File: src/rtl/dpll_ref_gen.sv
// Square-wave reference for the DPLL with run-time half-period and one-shot phase steps; signal_out registered, first rise len cycles after enable acceptance.
// One-deep command slot: cfg_ready drops on acceptance and returns one cycle after the slot is consumed, so back-to-back commands stall.
module dpll_ref_gen #(
    parameter int W        = 9,
    parameter int STEPW    = 8,
    parameter int DEF_HALF = 64
) (
    input  logic             clk,
    input  logic             reset,
    input  logic             cfg_valid,
    output logic             cfg_ready,
    input  logic [1:0]       cfg_op,
    input  logic [W-1:0]     cfg_half,
    input  logic [STEPW-1:0] cfg_step,
    output logic             signal_out,
    output logic             edge_strobe,
    output logic             busy,
    output logic [15:0]      rise_cnt
);
    localparam int SW = W + 2;
    localparam logic signed [SW-1:0] ONE_S = SW'(1);
    localparam logic signed [SW-1:0] MAX_S = SW'((1 << W) - 1);

    typedef enum logic [1:0] {IDLE, RUN, DRAIN} state_t;

    state_t                   state, state_nxt;
    logic [W-1:0]             cnt, len, half_act;
    logic                     pend_vld;
    logic [1:0]               pend_op;
    logic [W-1:0]             pend_half;
    logic signed [STEPW-1:0]  pend_step;

    logic                     accept, hit, toggle, consume, enter;
    logic                     p_half, p_step, p_ctrl;
    logic [W-1:0]             h_sel, len_next, len_idle;
    logic signed [STEPW-1:0]  s_sel;
    logic signed [SW-1:0]     sum;

    always_comb begin
        accept   = cfg_valid && cfg_ready;
        p_half   = pend_vld && (pend_op == 2'b00);
        p_step   = pend_vld && (pend_op == 2'b01);
        p_ctrl   = pend_vld && pend_op[1];
        hit      = (cnt == len - W'(1));
        h_sel    = p_half ? pend_half : half_act;
        s_sel    = p_step ? pend_step : '0;
        sum      = $signed({2'b00, h_sel}) + SW'(s_sel);
        if (sum < ONE_S)
            len_next = W'(1);
        else if (sum > MAX_S)
            len_next = {W{1'b1}};
        else
            len_next = sum[W-1:0];
        len_idle  = (half_act == '0) ? W'(1) : half_act;
        toggle    = 1'b0;
        consume   = 1'b0;
        enter     = 1'b0;
        state_nxt = state;
        case (state)
            IDLE: begin
                consume = pend_vld;
                if (pend_vld && pend_op == 2'b10) begin
                    state_nxt = RUN;
                    enter     = 1'b1;
                end
            end
            RUN: begin
                toggle  = hit;
                consume = p_ctrl || (hit && pend_vld);
                if (pend_vld && pend_op == 2'b11)
                    state_nxt = DRAIN;
            end
            DRAIN: begin
                // a high phase always completes at full length before stopping
                if (!signal_out) begin
                    consume   = p_ctrl;
                    state_nxt = IDLE;
                end else begin
                    toggle  = hit;
                    consume = p_ctrl || (hit && pend_vld);
                    if (hit)
                        state_nxt = IDLE;
                end
            end
            default: state_nxt = IDLE;
        endcase
    end

    always_ff @(posedge clk or negedge reset) begin
        if (!reset) begin
            state       <= IDLE;
            cnt         <= '0;
            len         <= W'(DEF_HALF);
            half_act    <= W'(DEF_HALF);
            pend_vld    <= 1'b0;
            pend_op     <= 2'b00;
            pend_half   <= '0;
            pend_step   <= '0;
            cfg_ready   <= 1'b1;
            signal_out  <= 1'b0;
            edge_strobe <= 1'b0;
            busy        <= 1'b0;
            rise_cnt    <= '0;
        end else begin
            edge_strobe <= 1'b0;
            state       <= state_nxt;
            busy        <= (state_nxt != IDLE);
            cfg_ready   <= !pend_vld && !accept;
            if (consume)
                pend_vld <= 1'b0;
            if (accept) begin
                pend_vld  <= 1'b1;
                pend_op   <= cfg_op;
                pend_half <= cfg_half;
                pend_step <= cfg_step;
            end
            if (state == IDLE) begin
                if (p_half)
                    half_act <= pend_half;
                // the consuming edge counts as the first cycle of the opening phase
                if (enter) begin
                    len <= len_idle;
                    if (len_idle == W'(1)) begin
                        signal_out  <= 1'b1;
                        edge_strobe <= 1'b1;
                        rise_cnt    <= rise_cnt + 16'd1;
                        cnt         <= '0;
                    end else begin
                        cnt <= W'(1);
                    end
                end
            end else if (toggle) begin
                signal_out  <= !signal_out;
                edge_strobe <= 1'b1;
                cnt         <= '0;
                len         <= len_next;
                half_act    <= h_sel;
                if (!signal_out)
                    rise_cnt <= rise_cnt + 16'd1;
            end else if (state_nxt == IDLE) begin
                cnt <= '0;
            end else begin
                cnt <= cnt + W'(1);
            end
        end
    end
endmodule

File: config.mk
export PLATFORM = sky130hd
export DESIGN_NAME = dpll_ref_gen
export DESIGN_NICKNAME = d
export VERILOG_FILES = /design/src/rtl/dpll_ref_gen.sv
export SDC_FILE = /design/constraint.sdc
export NUM_CORES = 1
export LEC_CHECK = 0
export ABC_AREA = 1
export BUFFER_PORTS_ARGS = -buffer_cell sky130_fd_sc_hd__clkbuf_2
export CAP_MARGIN = 0
export CORE_MARGIN = 3
export CORE_UTILIZATION = 30
export CTS_BUF_LIST = sky130_fd_sc_hd__clkbuf_4
export DETAILED_ROUTE_END_ITERATION = 10
export SYNTH_ARGS = -nofsm -noshare
export SYNTH_HDL_FRONTEND = slang
export SYNTH_SLANG_ARGS = --single-unit
File: constraint.sdc
create_clock -name clk -period 6.6 [get_ports clk]
set_clock_uncertainty 0.1 [all_clocks]
set_input_delay 0.33 -clock clk [delete_from_list [all_inputs] [get_ports clk]]
set_output_delay 0.33 -clock clk [all_outputs]
set_load 0.01 [all_outputs]
# After elaboration in Yosys (flattened, before gate mapping)
# Cells that the tools add are included.
# totals
elab_cells	92
out_inout_bits	20
ff_bits	69
# op_classes
n_eq_ne	10
muxes	41
order_cmp	2
add_sub_neg	4
reduce_logical	22
# op_table
cell	count
2-to-1 mux 9 bit	13
2-to-1 mux 16 bit	5
adder 16 x 1 -> 16 bit, second input constant	1
2-to-1 mux 1 bit	15
adder 10 x 8 -> 11 bit	1
> comparator 11 x 10 -> 1 bit, second input constant	1
less-than comparator 11 x 2 -> 1 bit, second input constant	1
adder 9 x 1 -> 9 bit, second input constant	1
equality test 9 x 1 -> 1 bit, second input constant	1
equality test 9 bit	1
zero test 9 bit	1
subtractor 9 x 1 -> 9 bit, second input constant	1
logical AND 1 bit	8
2-to-1 mux 2 bit	4
2-to-1 mux 8 bit	1
equality test 2 bit, second input constant	3
zero test 2 bit	3
case mux 2 bit (3 select lines)	1
nonzero test 2 bit	3
equality test 2 x 1 -> 1 bit, second input constant	2
!= test 2 x 1 -> 1 bit, second input constant	2
AND reduction 4 bit	1
zero test 1 bit	3
case mux 1 bit (3 select lines)	1
5 further kinds	5

# Depth between registers and ports, before layout
# depth
ltp_word	9
ltp_mapped	20
depth_no_buf	19

# Worst setup path before layout
# OpenSTA, ideal clock, no wires.
# synth_path
path_type	register to register
from	register pend_op[1]
to	register len[0]
path_slack_ns	3.726
arrival_time_ns	2.698
setup_ns	0.076
path_stages_with_launch	18
n_path_buf	1
path_cell_list	dfrtp_1 -> inv_1 -> nand3_1 -> clkbuf_1 -> nor2_1 -> a21oi_1 -> ha_1 -> fa_1 -> nand2_1 -> nand3_1 -> nand2_1 -> xor2_1 -> nand3_1 -> nor2_1 -> nand3b_1 -> nand2_1 -> nor2_1 -> o21ai_1
# synth_between
elab_chain_len	9
# synth_lines
item	line	rtl
start: declaration	29	logic [1:0] pend_op;
start signal: assignment	113	pend_op <= cfg_op;
zero test 2 bit (*)	41	p_half = pend_vld && (pend_op == 2'b00);
logical AND 1 bit (*)	41	
2-to-1 mux 9 bit (*)	--	
named net h_sel[0]	35	logic [W-1:0] h_sel, len_next, len_idle;
adder 10 x 8 -> 11 bit (*)	47	sum = $signed({2'b00, h_sel}) + SW'(s_sel);
> comparator 11 x 10 -> 1 bit	50	else if (sum > MAX_S)
2-to-1 mux 9 bit	50	
2-to-1 mux 9 bit (*)	48	if (sum < ONE_S)
2-to-1 mux 9 bit (*)	132	end else if (toggle) begin
2-to-1 mux 9 bit (*)	117	if (state == IDLE) begin
end signal: assignment	93	len <= W'(DEF_HALF);
end signal: assignment	122	len <= len_idle;
end signal: assignment	136	len <= len_next;
end: declaration	27	logic [W-1:0] cnt, len, half_act;
# The timed path passes the listed nets; every way through them passes the cells marked *. The select of a mux whose other input is x is not followed.
# A chain may end at the register's enable or synchronous reset.

# Final worst setup path
# layout_path
from	register pend_op[1]
to	register len[2]
# Same word-level chain as after synthesis.

==> flow_summary.toml <==
[layout]
utilization = 0.343
fillerInstances = 1525
fin_nets = 668
multi_input_area_sq_um = 2370
area_growth_pct = 11.8
seq_area_sq_um = 1730
drive_gt1_frac = 0.182

[power_and_ir_drop]
p_leak_nw = 2.42
power_mw = 2.04
p_per_area_nw_per_um2 = 406
irDropWorstVdd_mv = 0.286

[clock_network]
clock_sinks = 69
clk_path_buf_depth = 2
numCtsBuffers = 9
insertion_delay_ns = 0.41
post_cts_buffers = 0
clockRootBuffer = "clkbuf_4"
cts_tree = "built"
clk_pin_slew_ns = 0.12
htree_num_levels = 3

[routing]
viasPerCell = 4.53
drtAntennaViolNets = 0
wirelength_microns = 9570
top_layer = "met4"
wl_per_cell_microns = 11.7
vias = 3709
dr.first_iter.drc_count = 206
first_pass_iters = 4
drc = 0
drt-met1-wl_microns = 4950
wl_met3_microns = 318
dr_wl_met2_microns = 4190

[floorplanning]
core_sq_um = 14600
start_util = 0.307
chipWidth_microns = 128
dieArea_sq_um = 16400
die_height_microns = 128
std_cell_rows = 44
ios = 42

[synth]
ys_ff_latch = 69
avgSynthCellArea_sq_um = 7.68
synthCells = 583
ys_seq_area_frac = 0.386
synth_nets = 623
synth_warnings = 0
yosysUniqueCellTypes = 37
syn_area_sq_um = 4480

[setup_path]
critPathLaunchType = "register"
cp_max_fo = 18
path_class = "reg -> reg"
critPathLaunch = "pend_op[1]"
cp-end-kind = "register"
required_ns = 6.80
r2r_slack_ns = 3.23
r2r_start = "pend_op[1]"
cp.arrival_ns = 3.56

[timing]
drv_slew = 0
post-route-period-util = 0.510
rsz0062_at_grt = "false"
final_hold_viol_count = 0
tightest_slew_ns = 0.930
fmax_mhz = 297
layout_min_cycle_time_ns = 3.37
slew_headroom = 0.379
finalSetupTns_ns = 0
finalSetupViolCount = 0

[global_routing]
grt_max_degree = 70
antenna_found_initial = 1
grt_pass1_wl_microns = 16800
track_usage = 0.124
grt-ovfl-total = 0
grt_pass1_vias = 3510

[min_path]
hp-class = "in -> async"

[placement]
gp_congestion = 0.880
port_buffers = 41
hpwlAfterDp_microns = 7430

[run]
maxCapViolCount = 0

[run_status]
status = "completed"
cells by family (layout without fill, tap and decap cells):
family,Yosys count,count (layout),share of synthesized area
simple gates,273,273,0.268
buf+inv,89,139,0.0844
mux,9,9,0.0226
other cells,0,1,0
flops,69,69,0.386
compound gates,95,95,0.126
fa+ha+maj,18,18,0.0520
xor+xnor,30,30,0.0603
worst max-delay path, cell delays in order (launching register included):
cell and delay (ns):
dfrtp_1 0.41, inv_1 0.13, nand3_1 0.44, nor2_1 0.22
a21oi_1 0.08, ha_1 0.27, fa_1 0.45, nand2_1 0.10
nand3_1 0.06, nand2_1 0.13, xor2_1 0.22, nand3_1 0.09
nor2_1 0.11, nand3b_1 0.22, nand3_1 0.15, a21oi_1 0.07
synth_stat cells, drive strengths merged:
master | instances | share of area
xor2 | 17 | 0.033
clkinv | 1 | 0.0020
nand4 | 9 | 0.014
nand2 | 142 | 0.13
inv | 77 | 0.065
fa | 1 | 0.0045
ha | 17 | 0.047
buf | 4 | 0.011
clkbuf | 7 | 0.0064
dfrtp | 66 | 0.37
mux2 | 9 | 0.023
a31oi | 1 | 0.0014
o21ai | 46 | 0.065
a21oi | 43 | 0.048
a22o | 1 | 0.0020
o211ai | 2 | 0.0064
nand3b | 3 | 0.0050
nor4 | 2 | 0.0028
nor2 | 74 | 0.064
xnor2 | 13 | 0.027
nor3 | 9 | 0.013
nand3 | 34 | 0.038
a21o | 2 | 0.0034
dfstp | 3 | 0.018
sequential cells by signal, summed over array words and instances, names as in the netlist, 2 cells and up:
register / flops
cnt: 9
half_act: 9
len: 9
pend_half: 9
pend_op: 2
pend_step: 8
rise_cnt: 16
state: 2
cell type report:
class,count,area share
Multi-Input combinational cell,425,0.473
Sequential cell,69,0.345
Inverter,78,0.0600
Timing Repair Buffer,45,0.0480
Tap cell,184,0.0460
Clock buffer,9,0.0135
Clock inverter,7,0.0132
Antenna cell,1,0.000500
per-layer routing:
metal  global-route usage  vias up
li1                     -     1964
met1                0.183     1683
met2                0.184       54
met3               0.0217        8
met4               0.0375        0
met5                    0        -
power breakdown:
group | internal [mW] | switching (mW) | total [mW]
Sequential | 0.576 | 0.113 | 0.689
Combinational | 0.363 | 0.710 | 1.07
Clock | 0.113 | 0.160 | 0.273
Total | 1.05 | 0.983 | 2.04
what timing repair did:
action,in CTS,in global routing
hold endpoints to repair,2,0
resized for setup,0,0
hold buffers,2,0
worst paths after layout:
kind / endpoint / cells after the start
worst max-delay path: len[2] / 15
max in group asynchronous: state[1] / 2
worst min-delay path: rise_cnt[5] / 2
min in group clk: pend_half[7] / 2
worst max register to register: len[2] / 15
worst min register to register: len[8] / 2
cell usage in the layout (no fill, tap or decap), types with 12 or more instances in the layout:
master    instances
clkbuf_2         40
nand3_1          34
nand2_2          17
o21ai_0          23
o21ai_2          16
xor2_1           17
nand2_1         123
a21oi_1          43
xnor2_1          12
inv_1            75
dfrtp_1          66
ha_1             17
nor2_1           70
through the flow:
stage                     setup WS [ns]  hold WS [ns]  instance area, sq um  cells
after floorplan                    3.73       -0.0656                  4480    583
after global placement             3.36         0.387                  4850    799
after detailed placement           3.28         0.401                  4850    799
after CTS                          3.26       0.00903                  5010    817
after global routing               2.88       0.00519                  5010    818
final                              3.23       0.00784                  5010    818
No activity file was read; power rests on OpenSTA's default activity.
